$ cat config.mk
export PLATFORM = sky130hd
export DESIGN_NAME = reminder_alert
export DESIGN_NICKNAME = d
export VERILOG_FILES = /design/src/rtl/reminder_pkg.sv /design/src/rtl/debouncer.sv /design/src/rtl/reminder_alert.sv
export SDC_FILE = /design/constraint.sdc
export NUM_CORES = 1
export LEC_CHECK = 0
export BUFFER_PORTS_ARGS = -buffer_cell sky130_fd_sc_hd__buf_2
export CORE_MARGIN = 10
export CORE_UTILIZATION = 60
export CTS_BUF_LIST = sky130_fd_sc_hd__clkbuf_8
export CTS_CLUSTER_DIAMETER = 60
export DETAILED_ROUTE_END_ITERATION = 10
export GPL_ROUTABILITY_DRIVEN = 0
export PLACE_DENSITY = 0.8
export SLEW_MARGIN = 40
export SYNTH_ARGS = -nofsm -noshare
export SYNTH_HDL_FRONTEND = slang
export SYNTH_HIERARCHICAL = 1
export SYNTH_SLANG_ARGS = --single-unit
export TNS_END_PERCENT = 20
$ cat constraint.sdc
create_clock -name clk -period 4.4 [get_ports clk]
set_input_delay 0.44 -clock clk [delete_from_list [all_inputs] [get_ports clk]]
set_output_delay 0.44 -clock clk [all_outputs]
set_load 0.02 [all_outputs]
$ cat src/rtl/reminder_pkg.sv
// Shared types and constants for the reminder alert block: FSM state encoding
// and the BCD ceiling for the missed-alert counter.
package reminder_pkg;

    typedef enum logic [1:0] {
        ST_IDLE   = 2'd0,
        ST_ALERT  = 2'd1,
        ST_SNOOZE = 2'd2,
        ST_ACKED  = 2'd3
    } alert_state_t;

    localparam logic [3:0] BCD_MAX = 4'd9;

    // Single-digit BCD increment that sticks at 9 instead of wrapping.
    function automatic logic [3:0] bcd_sat_inc(input logic [3:0] v);
        return (v >= BCD_MAX) ? BCD_MAX : v + 4'd1;
    endfunction

endpackage

$ cat src/rtl/debouncer.sv
// Pushbutton conditioning: 2-flop synchronizer, stable-level debouncer and a
// one-cycle pulse on each rising edge of the accepted level.
module debouncer #(
    parameter int DEBOUNCE_CYCLES = 4
) (
    input  logic clk,
    input  logic reset,
    input  logic din,
    output logic rise_pulse
);

    localparam int CW = (DEBOUNCE_CYCLES > 1) ? $clog2(DEBOUNCE_CYCLES) : 1;

    logic          sync1;
    logic          sync2;
    logic          level_q;
    logic          level_d1;
    logic [CW-1:0] cnt;

    always_ff @(posedge clk or negedge reset) begin
        if (!reset) begin
            sync1    <= 1'b0;
            sync2    <= 1'b0;
            level_q  <= 1'b0;
            level_d1 <= 1'b0;
            cnt      <= '0;
        end else begin
            sync1    <= din;
            sync2    <= sync1;
            level_d1 <= level_q;
            // Any cycle where the input agrees with the accepted level restarts the run.
            if (sync2 == level_q) begin
                cnt <= '0;
            end else if (cnt == CW'(DEBOUNCE_CYCLES - 1)) begin
                level_q <= sync2;
                cnt     <= '0;
            end else begin
                cnt <= cnt + 1'b1;
            end
        end
    end

    assign rise_pulse = level_q & ~level_d1;

endmodule

$ cat src/rtl/reminder_alert.sv
// Drink-reminder alert controller: flashes led/buzzer on a reminder, counts
// unacknowledged alerts in BCD, snoozes and re-alerts until acknowledged.
module reminder_alert
    import reminder_pkg::*;
#(
    parameter int DEBOUNCE_CYCLES = 4,
    parameter int ALERT_TICKS     = 10,
    parameter int SNOOZE_TICKS    = 5
) (
    input  logic       clk,
    input  logic       reset,
    input  logic       tick,
    input  logic       remind,
    input  logic       ack_btn,
    input  logic       clear_missed,
    output logic       buzzer,
    output logic       led,
    output logic [3:0] missed_count,
    output logic [1:0] alert_state
);

    localparam int TICK_MAX = (ALERT_TICKS > SNOOZE_TICKS) ? ALERT_TICKS : SNOOZE_TICKS;
    localparam int TW       = $clog2(TICK_MAX + 1);

    alert_state_t  state_q, state_d;
    logic [TW-1:0] tick_q, tick_d;
    logic          led_q, led_d;
    logic          buzz_q, buzz_d;
    logic [3:0]    miss_q, miss_d;
    logic          miss_inc;
    logic          remind_q;
    logic          remind_rise;
    logic          ack_pulse;

    debouncer #(
        .DEBOUNCE_CYCLES(DEBOUNCE_CYCLES)
    ) u_ack_debounce (
        .clk       (clk),
        .reset     (reset),
        .din       (ack_btn),
        .rise_pulse(ack_pulse)
    );

    assign remind_rise = remind & ~remind_q;

    always_ff @(posedge clk or negedge reset) begin
        if (!reset) begin
            state_q  <= ST_IDLE;
            tick_q   <= '0;
            led_q    <= 1'b0;
            buzz_q   <= 1'b0;
            miss_q   <= 4'd0;
            remind_q <= 1'b0;
        end else begin
            state_q  <= state_d;
            tick_q   <= tick_d;
            led_q    <= led_d;
            buzz_q   <= buzz_d;
            miss_q   <= miss_d;
            remind_q <= remind;
        end
    end

    always_comb begin
        state_d  = state_q;
        tick_d   = tick_q;
        led_d    = led_q;
        miss_inc = 1'b0;
        case (state_q)
            ST_IDLE: begin
                led_d = 1'b0;
                if (remind_rise) begin
                    state_d = ST_ALERT;
                    tick_d  = '0;
                    led_d   = 1'b1;
                end
            end
            ST_ALERT: begin
                // Acknowledge beats a dropped reminder, which beats the timeout.
                if (ack_pulse) begin
                    state_d = ST_ACKED;
                    tick_d  = '0;
                    led_d   = 1'b1;
                end else if (!remind) begin
                    state_d = ST_IDLE;
                    tick_d  = '0;
                    led_d   = 1'b0;
                end else if (tick) begin
                    if (tick_q == TW'(ALERT_TICKS - 1)) begin
                        state_d  = ST_SNOOZE;
                        tick_d   = '0;
                        led_d    = 1'b0;
                        miss_inc = 1'b1;
                    end else begin
                        tick_d = tick_q + 1'b1;
                        led_d  = ~led_q;
                    end
                end
            end
            ST_SNOOZE: begin
                led_d = 1'b0;
                if (ack_pulse) begin
                    state_d = ST_ACKED;
                    tick_d  = '0;
                    led_d   = 1'b1;
                end else if (!remind) begin
                    state_d = ST_IDLE;
                    tick_d  = '0;
                end else if (tick) begin
                    if (tick_q == TW'(SNOOZE_TICKS - 1)) begin
                        state_d = ST_ALERT;
                        tick_d  = '0;
                        led_d   = 1'b1;
                    end else begin
                        tick_d = tick_q + 1'b1;
                    end
                end
            end
            ST_ACKED: begin
                led_d = 1'b1;
                if (!remind) begin
                    state_d = ST_IDLE;
                    tick_d  = '0;
                    led_d   = 1'b0;
                end
            end
            default: begin
                state_d = ST_IDLE;
                tick_d  = '0;
                led_d   = 1'b0;
            end
        endcase

        buzz_d = (state_d == ST_ALERT) ? led_d : 1'b0;

        if (clear_missed) begin
            miss_d = 4'd0;
        end else if (miss_inc) begin
            miss_d = bcd_sat_inc(miss_q);
        end else begin
            miss_d = miss_q;
        end
    end

    assign buzzer       = buzz_q;
    assign led          = led_q;
    assign missed_count = miss_q;
    assign alert_state  = state_q;

endmodule

# After elaboration in Yosys (flattened, before gate mapping)
# Cells that the tools add are included.
# classes
addsub	3
n_reduce_logical	4
magnitude_cmp	1
n_mux	44
n_bitwise	6
n_eq_ne	12
# op_table
operator	count
4-bit two-way mux	13
2-bit two-way mux	12
1-bit two-way mux	16
4-bit one-hot mux with 4 select lines	1
4-bit by 1-bit adder with 4-bit output, second input constant	2
4-bit != test, second input constant	2
2-bit one-hot mux with 4 select lines	1
2-bit == test, second input constant	3
2-bit by 1-bit == test with 1-bit output, second input constant	2
4-bit by 3-bit == test with 1-bit output, second input constant	1
4-bit == test, second input constant	1
4-bit >= comparator, second input constant	1
2-bit != test, second input constant	2
1-bit NOT	4
1-bit one-hot mux with 4 select lines	1
4-bit AND reduction	1
2-bit by 1-bit adder with 2-bit output, second input constant	1
1-bit AND	2
2-bit zero test	1
2-bit AND reduction	1
2-bit nonzero test	1
1-bit == test	1
# totals
reg_bits	19
input_bits	6

# Logic depth before layout (Yosys ltp)
# Gate-level depths: netlist of the first run.
# logic_depth
word_depth	8
depth_mapped	7

# Modules after synthesis
# Netlist of the first run, hierarchy kept.
# modules_own_cells
module	instances	area_per_inst_um2	seq_area_each_um2	cells_per_inst
reminder_alert	1	979.7	325.3	96
debouncer	1	205.2	150.1	12

# Worst setup path before layout of the first run
# No wires, ideal clock.
# synth_timing
path_kind	register to register
startpoint	reg state_q[0] (netlist: alert_state[0])
endpoint	reg tick_q[0]
setup_ns	0.077
setup_slack_ns	2.346
arrival_ns	1.978
required_time_ns	4.323
period_less_slack_ns	2.054
path_stages_with_launch	8
cell_sequence	dfrtp_1 inv_1 ha_1 buf_6 or2_4 a221o_1 or4_1 o21ai_1
# synth_between
elab_chain_len	3
# synth_lines
item	line	text
from (decl)	reminder_alert.sv:25	alert_state_t state_q, state_d;
from (signal assigned)	reminder_alert.sv:55	state_q <= state_d;
2-bit by 1-bit == test with 1-bit output (tied with other cells)	reminder_alert.sv:69	case (state_q)
4-bit != test (no source line) or 2-bit != test (tied branches)	-	
4-bit AND reduction (no source line)	-	
to (signal assigned)	reminder_alert.sv:56	tick_q <= tick_d;
to (decl)	reminder_alert.sv:26	logic [TW-1:0] tick_q, tick_d;
# Several ways; a longest one is shown, not always the timed one.
# A chain may end at the register's enable or synchronous reset.

# Worst setup path after layout of the first run
# layout_timing
startpoint	reg state_q[0] (netlist: alert_state[0])
endpoint	reg tick_q[2]
# The elaborated chain is that of the path after synthesis.

==> impl_metrics.csv, run 1 <==
group,metric,value,unit
outcome,status,"finished clean",
drt,drc,0,
global_routing,grt_pass1_wl,4050,um
timing,report.final.slew_viol_count,0,
placement,dp_hpwl,1827,um
global_routing,track_usage,11.76,%
timing,post-route-period-util,48.07,%
layout,stdcell_count,149,
floorplan,io_pins,14,
logic_synthesis,synth_edf_count,0,
pwr,pwr-share-seq,40.2,%
logic_synthesis,synth.avg_cell_area,10.97,sq um
logic_synthesis,yosys_warnings,6,
layout,register_area,475.5,sq um
timing,tns,0,ps
drt,via_count,888,
placement,io_buffer_count,13,
pwr,switching_share,36.29,%
logic_synthesis,synth_seq_cells,19,
logic_synthesis,synthArstFlopShare,100.0,%
critical_path,r2r_start,"alert_state[0]",
clocking,cts_buffers,3,
critical_path,endpoint_kind,"flip-flop",
layout,multiInputGateArea,649.4,sq um
floorplan,coreArea,1922,sq um
pwr,p_leak,0.5876,nW
critical_path,cp-start-kind,"flip-flop",
logic_synthesis,synth_cells,108,
pwr,vdd_drop_max,317.5,uV
timing,rsz0062_at_grt,"false",
worst_hold_path,hold_path.class,"in2async",
layout,final_nets,141,
clocking,post_cts_buffers,0,
clocking,path_clk_slew,70,ps
logic_synthesis,netlist_area,1185,sq um
critical_path,crit_required,4540,ps
pwr,comb_power_share,38.8,%
clocking,clk_latency,250,ps
logic_synthesis,synth_cell_types,46,
logic_synthesis,synth_nets,126,
timing,fmax,0.4727,GHz
floorplan,dieWidth,64.44,um
global_routing,grt_max_degree,20,
layout,n_antenna_cell,0,
floorplan,dieArea,4153,sq um
floorplan,fp-row-count,16,
clocking,htreeDepth,1,
pwr,internal_power,367.3,uW
critical_path,reg2reg_to,"tick_q[2]",
global_routing,grtUsageMet3,2.405,%
global_routing,use_met1,14.45,%
timing,fin_worst_skew,0.9923,ps
logic_synthesis,seq_area_frac_synth,40.13,%
pwr,power_frac_clock,21.1,%
clocking,hold_buffers,0,
timing,tightest_slew,585.6,ps
critical_path,critPathKind,"reg2reg",
drt,drtPass1Iterations,4,
layout,fin_util,67.38,%
pwr,power_density,445.2,nW/um^2
clocking,cts_resized,0,
pwr,switching_power,209.2,uW
critical_path,r2r_slack,2280,ps
global_routing,grt_overflow,0,
layout,syn2layout_area_growth,9.292,%
logic_synthesis,synthDominantCellAreaShare,40.13,%
placement,dpl.cell_count,145,
global_routing,antenna_found_initial,0,
drt,drtIter0Drc,28,
global_routing,busiest_layer,"met2",
timing,fin_crit,2115,ps
drt,routedWlPerCell,15.66,um
critical_path,worstRegToRegCells,6,
drt,ant_nets,0,
layout,drive_gt1_share,22.13,%
global_routing,grt_pass1_vias,879,
critical_path,worstPathMaxFanout,8,
timing,hold_viol_final,0,
drt,wl,2334,um
logic_synthesis,synthTopCellsByArea,"dfrtp_1, ha_1, nor2b_1",
layout,n_fill_cell,158,
clocking,root_buffer,"clkbuf_8",
clocking,cts_tree,"yes",
logic_synthesis,synth_area_leader_cell,"dfrtp_1",
timing,finalSetupViolations,0,
logic_synthesis,dominantRegCellSynth,"dfrtp_1",
global_routing,met2_usage,20.32,%
clocking,clockBufferDepth,2,
job,drv_cap,0,
floorplan,die_h,64.44,um
floorplan,initial_utilization,61.65,%
critical_path,critPathArrivalTime,2260,ps
drt,avgViaCountPerCell,5.960,
clocking,clock_sinks,19,
timing,maxSlewHeadroom,59.95,%
[flip-flops by register name, indices dropped and copies added, names as in the netlist]
signal and count:
led 1, u_ack_debounce/level_q 1, alert_state 2, u_ack_debounce/level_d1 1, u_ack_debounce/sync1 1, u_ack_debounce/sync2 1, missed_count 4, remind_q 1
tick_q 4, u_ack_debounce/cnt 2, buzzer 1
[layer usage]
metal / up-vias / routed length (um)
met5: - / 0
met4: 0 / 11
met3: 2 / 53
met2: 7 / 1192
met1: 444 / 1077
li1: 435 / -
[worst max-delay path: stages, from the launching register on]
cell and delay (ps):
dfrtp_1 460, inv_1 120, ha_1 310, or2_4 300
a221oi_2 430, o31ai_1 150, a22o_2 230
[logic make-up after synthesis]
family                     after synthesis  share of synthesized area [%]
and+or+nand+nor                         36                          20.70
AOI/OAI and AO/OA                       29                          18.90
DFF                                     19                          40.13
adders and majority gates               12                          12.67
buffers and inverters                    9                          5.068
muxes                                    2                          1.795
xor gates and xnor gates                 1                         0.7393
[power by group through the flow]
stage               clock [mW]  combinational [mW]  sequential, mW
global placement             0               0.217           0.233
detailed placement           0               0.222           0.236
global route             0.136               0.248           0.237
floorplan                    0               0.178           0.244
finish                   0.122               0.224           0.232
CTS                      0.128               0.224           0.233
[layout by cell type, fill, tap and decap left out, types with 2 or more instances in the layout]
cell,netlist,layout
dfrtp_1,19,19
buf_2,0,13
ha_1,12,12
inv_1,6,6
nor2_1,6,6
a21oi_1,6,6
nor2b_1,5,5
nand3b_1,3,3
nand2_1,3,3
clkbuf_8,0,3
and2_1,2,2
a211o_1,2,2
a41oi_1,2,2
a211oi_1,2,2
a21o_1,2,2
or4b_1,2,2
nor3b_1,2,2
o31ai_1,2,2
and3_2,2,2
[cell type report]
class	instances	share of cell area, %
Inverter	6	1.739
Sequential cell	19	36.72
Timing Repair Buffer	13	5.024
Clock buffer	3	3.188
Clock inverter	1	0.5797
Multi-Input combinational cell	80	50.15
Tap cell	27	2.609
[through the flow]
| step | hold slack, ps | instance area, sq um | total power [mW] | setup slack (ps) |
|---|---|---|---|---|
| after floorplan | 144.4 | 1185 | 0.4220 | 2346 |
| after global routing | 138.4 | 1295 | 0.6203 | 2162 |
| after global placement | 346.1 | 1246 | 0.4499 | 2372 |
| after detailed placement | 342.6 | 1246 | 0.4580 | 2309 |
| final | 107.7 | 1295 | 0.5766 | 2285 |
| after CTS | 129.5 | 1295 | 0.5838 | 2300 |
[how the worst max path moves through the flow]
stage                   startpoint         to  slack [ps]  cells past startpoint
floorplan           alert_state[0]  tick_q[0]        2350                      7
global placement    alert_state[0]  tick_q[2]        2370                      6
detailed placement  alert_state[0]  tick_q[2]        2310                      6
CTS                 alert_state[0]  tick_q[2]        2300                      6
global route        alert_state[0]  tick_q[2]        2160                      6
finish              alert_state[0]  tick_q[2]        2280                      6
[Yosys cell counts (2+ instances only)]
cell type / count
a21oi_1: 6
buf_6: 2
nand3b_1: 3
dfrtp_1: 19
and2_1: 2
a41oi_1: 2
a211o_1: 2
or4b_1: 2
nor2b_1: 5
nor3b_1: 2
nor2_1: 6
a211oi_1: 2
a21o_1: 2
inv_1: 6
and3_2: 2
nand2_1: 3
ha_1: 12
o31ai_1: 2
(Power assumes the default switching activity.)
==> run 2, diff against run 1 <==
--- a/config.mk
+++ b/config.mk
@@ -7,12 +7,12 @@
 export LEC_CHECK = 0
 export BUFFER_PORTS_ARGS = -buffer_cell sky130_fd_sc_hd__buf_2
 export CORE_MARGIN = 10
-export CORE_UTILIZATION = 60
+export CORE_UTILIZATION = 59
 export CTS_BUF_LIST = sky130_fd_sc_hd__clkbuf_8
 export CTS_CLUSTER_DIAMETER = 60
 export DETAILED_ROUTE_END_ITERATION = 10
 export GPL_ROUTABILITY_DRIVEN = 0
-export PLACE_DENSITY = 0.8
+export PLACE_DENSITY = 0.79
 export SLEW_MARGIN = 40
 export SYNTH_ARGS = -nofsm -noshare
 export SYNTH_HDL_FRONTEND = slang
==> constraint.sdc (replaced) <==
create_clock -name clk -period 2.18 [get_ports clk]
set_input_delay 0.218 -clock clk [delete_from_list [all_inputs] [get_ports clk]]
set_output_delay 0.218 -clock clk [all_outputs]
set_load 0.02 [all_outputs]
==> run 2 against run 1 <==
Against the previous run:
- final cell count is 1.3% higher
- sequential power is 100% higher
- utilization is 0.72 points higher
- power is 110% higher
- worst hold slack worse by 50 ps
- clock-buffer cell count stayed put
- worst setup slack worse by 2200 ps
- combinational power is 110% higher
- via count is 0.45% lower
- critical path depth stayed put
- register-to-register slack worse by 2200 ps
- highest routed layer unchanged
==> impl_metrics.csv, run 2 (synthesis gave the netlist of run 1 again) <==
group,metric,value,unit
drt,wl,2394,um
critical_path,cp-start-kind,"flip-flop",
drt,drtPass1Iterations,4,
timing,report.final.slew_viol_count,0,
critical_path,cp_slowest_cell,"dfrtp_1",
drt,routedWlPerCell,15.85,um
global_routing,grt_pass1_wl,3939,um
placement,dpl.cell_count,146,
critical_path,critPathKind,"reg2reg",
clocking,cts_buffers,3,
global_routing,grt_max_degree,20,
layout,n_fill_cell,163,
floorplan,fp-row-count,16,
timing,maxSlewHeadroom,61.42,%
drt,via_count,884,
timing,tns,0,ps
layout,stdcell_count,151,
floorplan,coreArea,1942,sq um
timing,finalSetupViolations,0,
critical_path,cp_top_family,"simple AND/OR/NAND/NOR gates",
layout,drive_gt1_share,22.58,%
clocking,cts_tree,"yes",
floorplan,io_pins,14,
drt,drc,0,
layout,final_cell_mix,"dfrtp_1, buf_2, ha_1",
placement,dp_slack,92.39,ps
drt,ant_nets,0,
pwr,finalPower,1.196,mW
layout,final_nets,143,
pwr,p_leak,0.6034,nW
clocking,clock_sinks,19,
critical_path,worst-path-buf-inv,1,
clocking,clockBufferDepth,2,
timing,post-route-period-util,95.39,%
drt,avgViaCountPerCell,5.854,
drt,drtIter0Drc,37,
timing,fmax,0.4809,GHz
timing,finalHoldWorstSlack,57.66,ps
global_routing,grt_pass1_vias,894,
timing,hold_viol_final,0,
layout,final_common_cell,"dfrtp_1",
critical_path,max_stage_delay,460,ps
global_routing,track_usage,11.71,%
critical_path,critPathArrivalTime,2270,ps
critical_path,worstPathMaxFanout,8,
timing,tightest_slew,577.6,ps
placement,dp_hpwl,1765,um
floorplan,dieArea,4201,sq um
timing,rsz0062_at_grt,"true",
critical_path,crit_required,2370,ps
pwr,power_density,904.3,nW/um^2
floorplan,die_h,64.82,um
floorplan,dieWidth,64.82,um
critical_path,crit_chain,"inv_1 > ha_1 > or2_4 > a221o_1 > or4_1 > o21ai_1",
layout,syn2layout_area_growth,11.62,%
floorplan,initial_utilization,61.02,%
critical_path,endpoint_kind,"flip-flop",
worst_hold_path,hold_path.class,"in2reg",
timing,fin_worst_skew,1.850,ps
clocking,path_clk_slew,70,ps
job,drv_cap,0,
timing,fin_ws,100.5,ps
global_routing,antenna_found_initial,0,
clocking,htreeDepth,1,
pwr,vdd_drop_max,456.7,uV
outcome,status,"finished clean",
global_routing,grt_overflow,0,
layout,n_antenna_cell,0,
clocking,root_buffer,"clkbuf_8",
timing,fin_crit,2079,ps
clocking,clk_latency,260,ps
placement,io_buffer_count,13,
## run 2: final timing paths
kind                                 startpoint                    to  depth (start not counted)  slack (ps)
min                                     ack_btn  u_ack_debounce/sync1                          1          60
min reg2reg                u_ack_debounce/sync1  u_ack_debounce/sync2                          0         360
min in group asynchronous                 reset                buzzer                          2         420
max reg2reg                      alert_state[0]             tick_q[0]                          6         100
max in group asynchronous                 reset                   led                          2        1460
max                              alert_state[0]             tick_q[0]                          6         100
## run 2: layer usage
layer	global-route usage, %	up-vias	routed length (um)
met2	18.10	17	1132
met4	5.882	0	30
met5	0	-	0
li1	-	437	-
met1	13.36	427	1123
met3	5.326	3	107
## run 2: area by class of cell
class / instances / area (sq um) / area share [%]
flip-flops and latches: 19 / 475.5 / 35.95
inverters: 6 / 22.52 / 1.703
multi-input cells: 80 / 661.9 / 50.05
well taps: 27 / 33.78 / 2.554
repair buffers: 15 / 82.58 / 6.244
clock buffers: 3 / 41.29 / 3.122
clock inverters: 1 / 5.005 / 0.3784
## run 2: stage by stage
step / util [%] / area (sq um)
after CTS: 67.46 / 1310
after global routing: 68.11 / 1323
after floorplan: - / 1185
final: 68.11 / 1323
after detailed placement: 64.56 / 1254
after global placement: 64.56 / 1254
## run 2: repair_timing
| action | CTS | global route |
|---|---|---|
| gates resized for setup | 0 | 2 |
| setup buffers | 0 | 0 |
| setup endpoints to repair | 0 | 3 |
| hold endpoints to repair | 19 | 0 |
| hold buffers | 1 | 0 |
## run 2: report_power, final
group	switching, mW	internal (mW)
registers	0.0515	0.416
logic	0.265	0.215
clock network	0.121	0.127
total	0.437	0.759
